[config.mk]
export PLATFORM = sky130hd
export DESIGN_NAME = uart_dec_parser
export DESIGN_NICKNAME = d
export VERILOG_FILES = /design/src/rtl/uart_pkg.sv /design/src/rtl/dec_mac.sv /design/src/rtl/uart_dec_parser.sv
export SDC_FILE = /design/constraint.sdc
export NUM_CORES = 1
export LEC_CHECK = 0
export ABC_CLOCK_PERIOD_IN_PS = 7700
export BUFFER_PORTS_ARGS = -buffer_cell sky130_fd_sc_hd__buf_2
export CORE_MARGIN = 1.5
export CORE_UTILIZATION = 50
export CTS_BUF_LIST = sky130_fd_sc_hd__clkbuf_4 sky130_fd_sc_hd__clkbuf_8 sky130_fd_sc_hd__clkbuf_16
export CTS_CLUSTER_SIZE = 14
export DETAILED_ROUTE_END_ITERATION = 6
export GPL_ROUTABILITY_DRIVEN = 0
export GPL_TIMING_DRIVEN = 1
export PLACE_DENSITY = 0.7
export REMOVE_ABC_BUFFERS = 1
export SETUP_SLACK_MARGIN = 0.5
export SYNTH_ARGS = -nofsm -noshare
export SYNTH_HDL_FRONTEND = slang
export SYNTH_SLANG_ARGS = --single-unit
[constraint.sdc]
create_clock -name clk -period 7.7 [get_ports clk]
set_input_delay 0.385 -clock clk [delete_from_list [all_inputs] [get_ports clk]]
set_output_delay 0.385 -clock clk [all_outputs]
set_load 0.01 [all_outputs]
[src/rtl/uart_pkg.sv]
// Shared constants and types for the UART decimal command parser.
package uart_pkg;

  localparam logic [7:0] CR     = 8'h0D;
  localparam logic [7:0] LF     = 8'h0A;
  localparam logic [7:0] ESC    = 8'h1B;
  localparam logic [7:0] DIGIT0 = 8'h30;
  localparam logic [7:0] DIGIT9 = 8'h39;

  localparam logic [1:0] ERR_NONE     = 2'd0;
  localparam logic [1:0] ERR_BADCHAR  = 2'd1;
  localparam logic [1:0] ERR_OVERFLOW = 2'd2;
  localparam logic [1:0] ERR_TOOLONG  = 2'd3;

  typedef enum logic [1:0] {
    ST_IDLE    = 2'd0,
    ST_ACCUM   = 2'd1,
    ST_DISCARD = 2'd2
  } parser_state_t;

  typedef enum logic [1:0] {
    BC_DIGIT = 2'd0,
    BC_TERM  = 2'd1,
    BC_ABORT = 2'd2,
    BC_OTHER = 2'd3
  } byte_class_t;

  function automatic byte_class_t classify(input logic [7:0] b);
    byte_class_t cls;
    if ((b >= DIGIT0) && (b <= DIGIT9)) begin
      cls = BC_DIGIT;
    end else if ((b == CR) || (b == LF)) begin
      cls = BC_TERM;
    end else if (b == ESC) begin
      cls = BC_ABORT;
    end else begin
      cls = BC_OTHER;
    end
    return cls;
  endfunction

endpackage

[src/rtl/dec_mac.sv]
// Combinational decimal multiply-accumulate: acc*10 + digit with overflow flag.
module dec_mac #(
  parameter int VALUE_W = 16
) (
  input  logic [VALUE_W-1:0] acc,
  input  logic [3:0]         digit,
  output logic [VALUE_W-1:0] result,
  output logic               overflow
);

  // Four guard bits are enough: acc*10+9 < 16*2^VALUE_W.
  logic [VALUE_W+3:0] acc_ext_s;
  logic [VALUE_W+3:0] wide_s;

  assign acc_ext_s = {4'b0000, acc};
  assign wide_s    = (acc_ext_s << 3) + (acc_ext_s << 1) + (VALUE_W+4)'(digit);
  assign result    = wide_s[VALUE_W-1:0];
  assign overflow  = |wide_s[VALUE_W+3:VALUE_W];

endmodule

[src/rtl/uart_dec_parser.sv]
// Decimal command parser: accumulates ASCII digits and reports a value or an error on CR/LF.
module uart_dec_parser
  import uart_pkg::*;
#(
  parameter int VALUE_W    = 16,
  parameter int MAX_DIGITS = 5,
  localparam int CNT_W     = $clog2(MAX_DIGITS + 1)
) (
  input  logic               clk,
  input  logic               rst,
  input  logic               in_valid,
  input  logic [7:0]         in_data,
  output logic               out_valid,
  output logic [VALUE_W-1:0] out_value,
  output logic [CNT_W-1:0]   out_digits,
  output logic               err,
  output logic [1:0]         err_code,
  output logic               busy
);

  localparam logic [CNT_W-1:0] MAX_CNT = CNT_W'(MAX_DIGITS);
  localparam logic [CNT_W-1:0] ONE_CNT = CNT_W'(1);

  parser_state_t      state_r, state_n;
  logic [VALUE_W-1:0] acc_r, acc_n;
  logic [CNT_W-1:0]   cnt_r, cnt_n;
  logic [1:0]         pend_r, pend_n;
  logic               emit_val_s;
  logic               emit_err_s;
  byte_class_t        cls_s;
  logic [VALUE_W-1:0] mac_result_s;
  logic               mac_ovf_s;

  dec_mac #(.VALUE_W(VALUE_W)) u_mac (
    .acc      (acc_r),
    .digit    (in_data[3:0]),
    .result   (mac_result_s),
    .overflow (mac_ovf_s)
  );

  assign cls_s = classify(in_data);

  // Next-state, accumulator and pulse-request logic.
  always_comb begin
    state_n    = state_r;
    acc_n      = acc_r;
    cnt_n      = cnt_r;
    pend_n     = pend_r;
    emit_val_s = 1'b0;
    emit_err_s = 1'b0;
    if (in_valid) begin
      case (state_r)
        ST_IDLE: begin
          case (cls_s)
            BC_DIGIT: begin
              acc_n   = VALUE_W'(in_data[3:0]);
              cnt_n   = ONE_CNT;
              state_n = ST_ACCUM;
            end
            BC_OTHER: begin
              pend_n  = ERR_BADCHAR;
              state_n = ST_DISCARD;
            end
            default: begin
              state_n = ST_IDLE;
            end
          endcase
        end
        ST_ACCUM: begin
          case (cls_s)
            BC_DIGIT: begin
              if (cnt_r == MAX_CNT) begin
                pend_n  = ERR_TOOLONG;
                state_n = ST_DISCARD;
              end else if (mac_ovf_s) begin
                pend_n  = ERR_OVERFLOW;
                state_n = ST_DISCARD;
              end else begin
                acc_n = mac_result_s;
                cnt_n = cnt_r + ONE_CNT;
              end
            end
            BC_TERM: begin
              emit_val_s = 1'b1;
              state_n    = ST_IDLE;
            end
            BC_ABORT: begin
              state_n = ST_IDLE;
            end
            default: begin
              pend_n  = ERR_BADCHAR;
              state_n = ST_DISCARD;
            end
          endcase
        end
        ST_DISCARD: begin
          case (cls_s)
            BC_TERM: begin
              emit_err_s = 1'b1;
              state_n    = ST_IDLE;
            end
            BC_ABORT: begin
              state_n = ST_IDLE;
            end
            default: begin
              state_n = ST_DISCARD;
            end
          endcase
        end
        default: begin
          state_n = ST_IDLE;
        end
      endcase
      // Every frame starts from a clean accumulator.
      if (state_n == ST_IDLE) begin
        acc_n  = {VALUE_W{1'b0}};
        cnt_n  = {CNT_W{1'b0}};
        pend_n = ERR_NONE;
      end else begin
        pend_n = pend_n;
      end
    end else begin
      state_n = state_r;
    end
  end

  // Parser state and frame accumulator registers.
  always_ff @(posedge clk or posedge rst) begin
    if (rst) begin
      state_r <= ST_IDLE;
      acc_r   <= {VALUE_W{1'b0}};
      cnt_r   <= {CNT_W{1'b0}};
      pend_r  <= ERR_NONE;
    end else begin
      state_r <= state_n;
      acc_r   <= acc_n;
      cnt_r   <= cnt_n;
      pend_r  <= pend_n;
    end
  end

  // Registered outputs; result and error registers hold between pulses.
  always_ff @(posedge clk or posedge rst) begin
    if (rst) begin
      out_valid  <= 1'b0;
      err        <= 1'b0;
      busy       <= 1'b0;
      out_value  <= {VALUE_W{1'b0}};
      out_digits <= {CNT_W{1'b0}};
      err_code   <= ERR_NONE;
    end else begin
      out_valid <= emit_val_s;
      err       <= emit_err_s;
      busy      <= (state_n != ST_IDLE);
      if (emit_val_s) begin
        out_value  <= acc_r;
        out_digits <= cnt_r;
      end
      if (emit_err_s) begin
        err_code <= pend_r;
      end
    end
  end

endmodule

==> metrics, run 1 <==
outcome=complete, no violations; Largest stage delay, worst path=approximately 1.0 ns; DRC errors left=0; first-pass GRT wire length=between 10000 and 15000 um; Routed Wire Length=roughly 6600 um; # IOs=35; row count=29; DR pass1 iterations=4; layout cell share with drive strength beyond 1=between 20% and 30%; all-layer global routing usage=20.1%; fin util=a little under three fifths; grt ovf=0; hold_ws=about 0.28 ns; fin crit share=~51%; CP max FO=10; Post-DP HPWL=approximately 5000 um; Place WS=3.50 ns; TritonCTS clock tree=built; yosys warns=0; Root Buffer=clkbuf_8; CTS Hold Buffers Added=0; Hold WC Path Type=in -> async; starting DRC count in detailed routing=about 130; Critical Path End Type=register; Slew HR=14.0%; layout overhead on the synthesized area=10.0%; final setup margin=3.78 ns; leading register cell type out of synthesis=dfrtp_1; Post-synth ARST share=100%; number of synthesized flops with an enable pin=0; post-synth top area share=roughly 36%; die area=7020 sq um; antenna violations before repair=0; RSZ-0062 raised after global routing=false; postcts setup bufs=0; Worst setup SP type=input pin; detailed-route via count=roughly 2.5k; Worst EP required=roughly 7.9 ns; Critical Path AT=just over 4 ns; vias in the first global route=2424; R2R Setup Slk=~4 ns; aggregate negative setup slack=0 ns; DRT antenna net count=0; VDD IR max=around 0.16 mV; Final setup violation count=0; largest cells by area after synthesis=dfrtp_1 (36%), ha_1 (14%), mux2_2 (7.6%); Hold Vio Cnt, Final=0; power density over the cells=a little over 200 nW/um^2; Synth Register Bits=47; Resize count post-CTS=0; Slowest-stage cell, CP=o21ai_0; fin crit period=around 4 ns; top-count cell post-synth=dfrtp_1; post-synthesis area per instance=10.3 sq um; Starting Density=around 52%; Worst Skew=0.00929 ns; Reg area=1180 sq um; Fmax achieved=about 250 MHz; ANT cells=0; Post-synth top cells=dfrtp_1 (47), ha_1 (37), nand2_1 (32), mux2_2 (22), nor2_1 (20); area of the multi-input gates=1960 sq um; max_cap viols=0; Cell Area, Synth=3260 sq um; CP Class=in -> reg; delay-heaviest family, CP=simple AND/OR/NAND/NOR gates; crit-path cells=buf_2 > nor2_1 > or4b_2 > or4b_2 > o221ai_1 > ha_1 > o21ai_0 > nor2_1 > or3b_2 > o2bb2ai_1; Power Total=0.730 mW; pins over their slew limit=0; worst-margin pin slew=roughly 1.3 ns; Fill cells=~580; post-synthesis cell type count=58; worst-skew pair later-pin latency=between 0.3 and 0.4 ns; CTS buffer count=5; number of buffers and inverters on the critical path=1; sequential area share after synthesis=36.0%; area leader, netlist=dfrtp_1; Clock transition at path regs=0.09 ns; Syn Inst Count=318; htree depth=2; # nets final=roughly 400; largest net degree at the start of global routing=48; leak pwr=about 2.0 nW; Max Root-Sink Buffers=2; WL/cell=15.4 um; Die Height=about 84 um; core area=around 6300 sq um; CTS Sinks=47; Via density=between 5 and 6; Die Width=83.8 um; port bufs=34
## cell usage in the layout, fill, tap and decap left out, drive strengths merged, types with 2 or more instances in the layout
| master | Yosys | layout |
|---|---|---|
| a211oi | 4 | 4 |
| a21o | 5 | 5 |
| a21oi | 17 | 17 |
| a22oi | 2 | 2 |
| a311oi | 2 | 2 |
| a31o | 2 | 2 |
| and3 | 3 | 3 |
| and4 | 2 | 2 |
| buf | 3 | 34 |
| clkbuf | 4 | 6 |
| dfrtp | 47 | 47 |
| fa | 2 | 2 |
| ha | 37 | 37 |
| inv | 19 | 19 |
| mux2 | 30 | 30 |
| mux2i | 3 | 3 |
| nand2 | 32 | 32 |
| nand2b | 3 | 3 |
| nand3 | 7 | 7 |
| nand3b | 2 | 2 |
| nand4b | 2 | 2 |
| nor2 | 20 | 20 |
| nor2b | 4 | 4 |
| o211a | 2 | 2 |
| o21a | 2 | 2 |
| o21ai | 18 | 18 |
| o221ai | 4 | 4 |
| o2bb2ai | 2 | 2 |
| o311a | 2 | 2 |
| or3 | 3 | 3 |
| or4b | 2 | 2 |
| xnor2 | 6 | 6 |
| xor2 | 5 | 5 |
## path summary, 6_finish.rpt
check,cells past startpoint,startpoint,to
max in group asynchronous,2,rst,pend_r[1]
setup reg to reg,12,acc_r[0],acc_r[10]
hold / removal,2,rst,state_r[0]
setup / recovery,10,in_data[7],cnt_r[2]
min in group clk,2,err_code[1],err_code[1]
hold reg to reg,2,err_code[1],err_code[1]
## routing by layer
metal  track usage [%]  routed length [um]
met2              33.2                3080
met5                 0                   0
met4              5.37                  77
met1              27.7                3210
met3              2.97                 252
## final cells by class
type                    instances  share of cell area (%)
clock buffers                   6                    2.30
clock inverters                 2                   0.976
inverters                      19                    1.99
multi-input cells             245                    54.6
flip-flops and latches         47                    32.8
well taps                      77                    2.68
repair buffers                 34                    4.74
## power breakdown
| group | total, mW | internal [mW] | switching (mW) |
|---|---|---|---|
| sequential | 0.299 | 0.271 | 0.0277 |
| clock | 0.192 | 0.105 | 0.0865 |
| combinational | 0.239 | 0.108 | 0.132 |
## registers in the layout, summed over array words and instances, names as in the netlist
| signal | cells |
|---|---|
| acc_r | 16 |
| out_value | 16 |
| cnt_r | 3 |
| out_digits | 3 |
| err_code | 2 |
| pend_r | 2 |
| state_r | 2 |
| busy | 1 |
| err | 1 |
| out_valid | 1 |
## metrics by stage
step                      cells  cell area [sq um]
after floorplan             311               3210
after global placement      422               3470
after global routing        430               3590
final                       430               3590
after detailed placement    422               3470
after CTS                   430               3590
## worst register-to-register path: stages (launching register included)
cell and delay [ns]:
dfrtp_1 0.40, inv_1 0.09, fa_1 0.51, inv_1 0.07, fa_1 0.48, a211oi_1 0.35
o21bai_1 0.16, a31oi_2 0.32, o31ai_1 0.14, o221ai_2 0.27, o31a_1 0.17, nand2b_4 0.32
mux2_2 0.39
## cells by family (layout without fill, tap and decap cells)
kind of cell | after synthesis | in the layout | synth area share [%]
DFF | 47 | 47 | 36.0
and+or+nand+nor | 86 | 86 | 13.3
buffers and inverters | 26 | 61 | 3.95
adders and majority gates | 39 | 39 | 15.4
muxes | 33 | 33 | 12.2
xor gates and xnor gates | 11 | 11 | 2.95
AOI/OAI and AO/OA | 76 | 76 | 16.2
Power figures use the tool's default switching activity.
==> run 2: changes to the inputs <==
Settings changed: ABC_AREA set to 1, ABC_CLOCK_PERIOD_IN_PS 7700 to 4059, PLACE_DENSITY 0.7 to 0.69.
Clock period 7.7 ns to 4.06 ns, I/O delays scaled along.
==> metrics, run 2 <==
outcome=complete, no violations (unchanged); Die Height=86.3 um (was 83.8 um); Hold Vio Cnt, Final=0 (unchanged); fin crit share=between 80% and 90%; aggregate negative setup slack=0 ns (unchanged); Clock transition at path regs=0.09 ns (about the same); yosys warns=0 (unchanged); grt ovf=0 (unchanged); row count=30 (was 29); commonest non-fill, non-tap cell in the layout=nand2_1 (was dfrtp_1); Cell Area, Synth=3470 sq um (was 3260 sq um); layout overhead on the synthesized area=10.1% (was 10.0%); post-synthesis area per instance=7.28 sq um (was 10.3 sq um); fin crit period=3.27 ns; R2R Path Start=acc_r[0] (unchanged); fin util=56.5% (was 56.9%); VDD IR max=0.159 mV (was 0.157 mV); DRC errors left=0 (unchanged); core area=6760 sq um (was 6310 sq um); Post-DP HPWL=6070 um (was 4950 um); Critical Path AT=3.47 ns (was 4.11 ns); largest family of logic cells by synthesized area=simple AND/OR/NAND/NOR gates (was compound AO/OA/AOI/OAI gates); # IOs=35 (unchanged); Max Root-Sink Buffers=2 (unchanged); max_cap viols=0 (unchanged); R2R depth=19 (was 12); Critical Path End Type=register (unchanged); commonest cells after routing, fill and taps aside=nand2_1 (181), inv_1 (48), dfrtp_1 (47) (was dfrtp_1 (47), ha_1 (37), buf_2 (34)); detailed-route via count=3117 (was 2488); leak pwr=2.31 nW (was 1.96 nW); largest net degree at the start of global routing=48 (unchanged); Fmax achieved=slightly above 300 MHz; Worst Skew=0.00545 ns (was 0.00929 ns); Via density=5.27 (was 5.79); starting DRC count in detailed routing=229 (was 133); post-synthesis cell type count=37 (was 58); largest cells by area after synthesis=dfrtp_1 (34%), nand2_1 (20%), ha_1 (13%) (was dfrtp_1 (36%), ha_1 (14%), mux2_2 (7.6%)); DRT antenna net count=0 (unchanged); Power Total=0.928 mW (was 0.730 mW); Worst EP required=4.26 ns (was 7.88 ns); all-layer global routing usage=22.8% (was 20.1%); htree depth=2 (unchanged); postcts setup bufs=0 (unchanged); post-synthesis compound-gate area fraction=5.12% (was 16.2%); CTS Hold Buffers Added=0 (unchanged); worst-skew pair later-pin latency=0.30 ns (was 0.31 ns); post-synthesis mux area share=0% (was 12.2%); layout cell share with drive strength beyond 1=15.5% (was 23.5%); Synth Register Bits=47 (unchanged); Root Buffer=clkbuf_8 (unchanged); power density over the cells=243 nW/um^2 (was 203 nW/um^2); Starting Density=51.4% (was 51.7%); CP max FO=19 (was 10); vias in the first global route=3007 (was 2424); post-synth top area share=33.9% (was 36.0%); top flop regs=acc_r: 16 flops, out_value: 16 flops (unchanged); ANT cells=0 (unchanged); pins over their slew limit=0 (unchanged); adder-cell area share of the yosys netlist=14.5% (was 15.4%); Final setup violation count=0 (unchanged); final instance area=3820 sq um (was 3590 sq um); WL/cell=13.6 um (was 15.4 um); RSZ-0062 raised after global routing=false (unchanged); top-count cell post-synth=nand2_1 (was dfrtp_1); Post-Place Cell Area=3710 sq um (was 3470 sq um); TritonCTS clock tree=built (unchanged); die area=7450 sq um (was 7020 sq um); worst-margin pin slew=0.960 ns (was 1.28 ns); Syn Inst Count=477 (was 318); CP Class=reg -> reg (was in -> reg); Post-synth top cells=nand2_1 (181), inv_1 (49), dfrtp_1 (47), ha_1 (37), nand3_1 (24) (was dfrtp_1 (47), ha_1 (37), nand2_1 (32), mux2_2 (22), nor2_1 (20)); leading register cell type out of synthesis=dfrtp_1 (unchanged); # nets final=561 (was 402); Hold WC Path Type=in -> async (unchanged); Simple-Gate Fraction of Synth Area=36.4% (was 13.3%); Slew HR=35.9% (was 14.0%); R2R Setup Slk=0.79 ns (was 3.95 ns); number of synthesized flops with an enable pin=0 (unchanged); Die Width=86.3 um (was 83.8 um); first-pass GRT wire length=13600 um (was 11400 um); Post-Synth XOR/XNOR Area=3.03% (was 2.95%); r2r endpoint=acc_r[7] (was acc_r[10]); port bufs=34 (unchanged); Resize count post-CTS=0 (unchanged); sequential area share after synthesis=33.9% (was 36.0%); Post-synth ARST share=100% (unchanged); DR pass1 iterations=4 (unchanged); antenna violations before repair=0 (unchanged); Routed Wire Length=8030 um (was 6620 um); CTS Sinks=47 (unchanged); area leader, netlist=dfrtp_1 (unchanged); CTS buffer count=5 (unchanged); Worst setup SP type=register (was input pin)
==> run 2: changes by cell type in the layout (fill, tap and decap cells not counted), sizes merged, moves of 5 or more <==
cell | before | now
nand2 | 32 | 200
o21ai | 18 | 10
a21o | 5 | 0
mux2 | 30 | 0
nand3 | 7 | 26
nor3 | 1 | 17
nor2 | 20 | 25
inv | 19 | 52
nand4 | 1 | 9
==> run 2: critical path: stages, from the launching register on <==
cell and delay, ns:
dfrtp_1 0.40, inv_1 0.10, fa_1 0.50, inv_1 0.07, fa_1 0.44, nand2_1 0.10, nand2_1 0.11, nand3_2 0.10
nand2_2 0.07, nand2_1 0.09, nand2_1 0.06, nand2_1 0.06, nand2_1 0.06, nor2_2 0.15, nand2_2 0.09, o21ai_2 0.16
o21bai_4 0.21, nand2_4 0.19, nand2_1 0.13, nand2_1 0.06
==> run 2: layout make-up <==
class                      instances  area (sq um)
fill                             644          2940
multi-input combinational        368          2050
sequential                        47          1180
inverter                          52           195
timing repair buffer              37           193
tap                               80           100
clock buffer                       5          68.8
clock inverter                     2          37.5
==> run 2: how the worst max path moves through the flow <==
stage           endpoint     start  cells past startpoint
3_5_place_dp    acc_r[7]  acc_r[0]                     20
3_3_place_gp    acc_r[2]  acc_r[0]                     20
4_1_cts         acc_r[7]  acc_r[0]                     20
6_report        acc_r[7]  acc_r[0]                     19
5_1_grt         acc_r[7]  acc_r[0]                     19
2_1_floorplan  acc_r[10]  acc_r[0]                     20
==> run 2: where the power goes <==
| part | switching [mW] | internal [mW] | total, mW | leakage (nW) |
|---|---|---|---|---|
| Sequential | 0.00748 | 0.479 | 0.486 | 0.649 |
| Combinational | 0.0714 | 0.0319 | 0.103 | 1.61 |
| Clock | 0.158 | 0.180 | 0.338 | 0.0502 |
| Total | 0.237 | 0.691 | 0.928 | 2.31 |
==> run 2: layer usage <==
layer	share of wire (%)	up-vias	GRT usage [%]
met5	0	-	0
met4	2.0	0	5.72
met3	3.8	18	3.52
met2	49	85	40.7
met1	45	1428	28.9
li1	-	1586	-
==> run 2: kinds of logic after synthesis <==
logic type / after synthesis
AND/OR/NAND/NOR: 287
buffers and inverters: 62
flip-flops: 47
adder cells (fa/ha/maj): 39
AO/OA/AOI/OAI: 30
XOR/XNOR: 12
==> run 2: per-stage QoR <==
stage / hold slack (ns) / setup WS, ns / instances
global placement: 0.449 / 0.756 / 583
global route: 0.180 / 0.526 / 591
floorplan: 0.318 / 1.08 / 467
finish: 0.117 / 0.789 / 591
detailed placement: 0.454 / 0.653 / 583
CTS: 0.152 / 0.608 / 590
==> run 3: changes to the inputs <==
Settings changed: ABC_CLOCK_PERIOD_IN_PS 4059 to 3000, PLACE_DENSITY 0.69 to 0.72.
Clock period 4.06 ns to 3 ns, I/O delays scaled along.
==> metrics, run 3 (same netlist as run 2, synthesis figures left out) <==
power density over the cells=303 nW/um^2 (was 243 nW/um^2); commonest non-fill, non-tap cell in the layout=nand2_1 (unchanged); row count=30 (unchanged); # IOs=35 (unchanged); layout overhead on the synthesized area=19.4% (was 10.1%); fin crit share=102% (was 80.6%); max_cap viols=0 (unchanged); core area=6760 sq um (unchanged); outcome=complete, but fails checks (was complete, no violations); RSZ-0062 raised after global routing=true (was false); Routed Wire Length=8790 um (was 8030 um); Die Width=86.3 um (unchanged); Root Buffer=clkbuf_8 (unchanged); DR pass1 iterations=5 (was 4); top flop regs=acc_r: 16 flops, out_value: 16 flops (unchanged); port bufs=34 (unchanged); Worst setup SP type=register (unchanged); aggregate negative setup slack=-0.0459 ns (was 0 ns); Starting Density=51.4% (unchanged); CTS Hold Buffers Added=0 (unchanged); DRT antenna net count=0 (unchanged); detailed-route via count=3295 (was 3117); htree depth=2 (unchanged); Critical Path AT=3.23 ns (was 3.47 ns); ANT cells=0 (unchanged); CP Class=reg -> reg (unchanged); all-layer global routing usage=24.2% (was 22.8%); CTS Sinks=47 (unchanged); failing checks=negative setup slack; Worst Skew=0.00588 ns (was 0.00545 ns); Power Total=1.25 mW (was 0.928 mW); vias in the first global route=3147 (was 3007); die area=7450 sq um (unchanged); final setup margin=-0.0459 ns (was 0.789 ns); largest net degree at the start of global routing=48 (unchanged); Fmax achieved=328 MHz (was 306 MHz); Worst EP required=3.18 ns (was 4.26 ns); Die Height=86.3 um (unchanged); pins over their slew limit=0 (unchanged); commonest cells after routing, fill and taps aside=nand2_1 (168), inv_1 (45), dfrtp_1 (43) (was nand2_1 (181), inv_1 (48), dfrtp_1 (47)); fin crit period=3.05 ns (was 3.27 ns); worst-margin pin slew=0.964 ns (was 0.960 ns); Slew HR=35.6% (was 35.9%); Final setup violation count=1 (was 0); Critical Path End Type=register (unchanged); first-pass GRT wire length=14300 um (was 13600 um); leak pwr=2.42 nW (was 2.31 nW); WL/cell=14.3 um (was 13.6 um); Hold Vio Cnt, Final=0 (unchanged); TritonCTS clock tree=built (unchanged); Place WS=-0.0943 ns (was 0.653 ns); starting DRC count in detailed routing=344 (was 229); Via density=5.37 (was 5.27); antenna violations before repair=0 (unchanged); layout cell share with drive strength beyond 1=25.1% (was 15.5%); R2R depth=21 (was 19); Clock transition at path regs=0.09 ns (about the same); CTS buffer count=5 (unchanged); CP max FO=6 (was 19); Max Root-Sink Buffers=2 (unchanged); Post-DP HPWL=6160 um (was 6070 um); VDD IR max=0.189 mV (was 0.159 mV); DRC errors left=0 (unchanged); # nets final=584 (was 561); worst-skew pair later-pin latency=0.30 ns (about the same); Hold WC Path Type=in -> async (unchanged); grt ovf=0 (unchanged)
-- run 3: layout make-up --
cell class	instances	area (sq um)
inverters	52	195
well taps	80	100
repair buffers	57	362
clock buffers	5	68.8
multi-input cells	371	2220
flip-flops and latches	47	1180
clock inverters	2	13.8
fillers	599	2610
-- run 3: worst paths after layout --
path                       slack (ns)            end     startpoint
setup / recovery                -0.05      acc_r[10]       acc_r[2]
hold / removal                   0.07  out_digits[0]            rst
setup reg to reg                -0.05      acc_r[10]       acc_r[2]
hold reg to reg                  0.47  out_value[14]  out_value[14]
max in group asynchronous        2.27       acc_r[4]            rst
min in group clk                 0.13       acc_r[0]     in_data[0]
-- run 3: repair_timing --
item                       4_1_cts  5_1_grt
setup endpoints to repair       24       24
gates resized for setup         24       25
cloned                           4        0
pin swaps                       15       16
setup buffers                    5        5
-- run 3: report_power, final --
part,switching [mW],internal [mW],leakage [nW]
combinational,0.133,0.0889,1.74
clock,0.216,0.160,0.0440
sequential,0.00831,0.648,0.642
-- run 3: layer usage --
metal	vias up	share of wire [%]	track usage (%)
met3	18	4.2	3.24
met5	-	0	0
met1	1524	45	31.2
met4	0	1.7	7.04
met2	113	49	42.6
li1	1640	-	-
-- run 3: stage by stage --
step	hold WS, ns	util [%]	std cells	area [sq um]
floorplan	0.265	-	467	3420
global placement	0.417	56.0	593	3780
detailed placement	0.429	56.0	593	3780
CTS	0.109	59.6	609	4020
global route	0.137	61.4	614	4150
finish	0.0691	61.4	614	4150
-- run 3: critical path, stage by stage, from the launching register on --
cell and delay (ns):
dfrtp_1 0.38, inv_2 0.05, fa_1 0.52, inv_2 0.06
fa_2 0.34, nand2_2 0.08, nand2_2 0.07, nand3_2 0.10
nand2_2 0.07, nand2_2 0.07, nand2_1 0.05, nand2_1 0.07
nand2_2 0.06, nor2_4 0.14, buf_4 0.14, nand3_4 0.10
nand2_4 0.10, o21bai_4 0.09, buf_6 0.13, buf_6 0.12
nand3_1 0.07, nand2_1 0.10
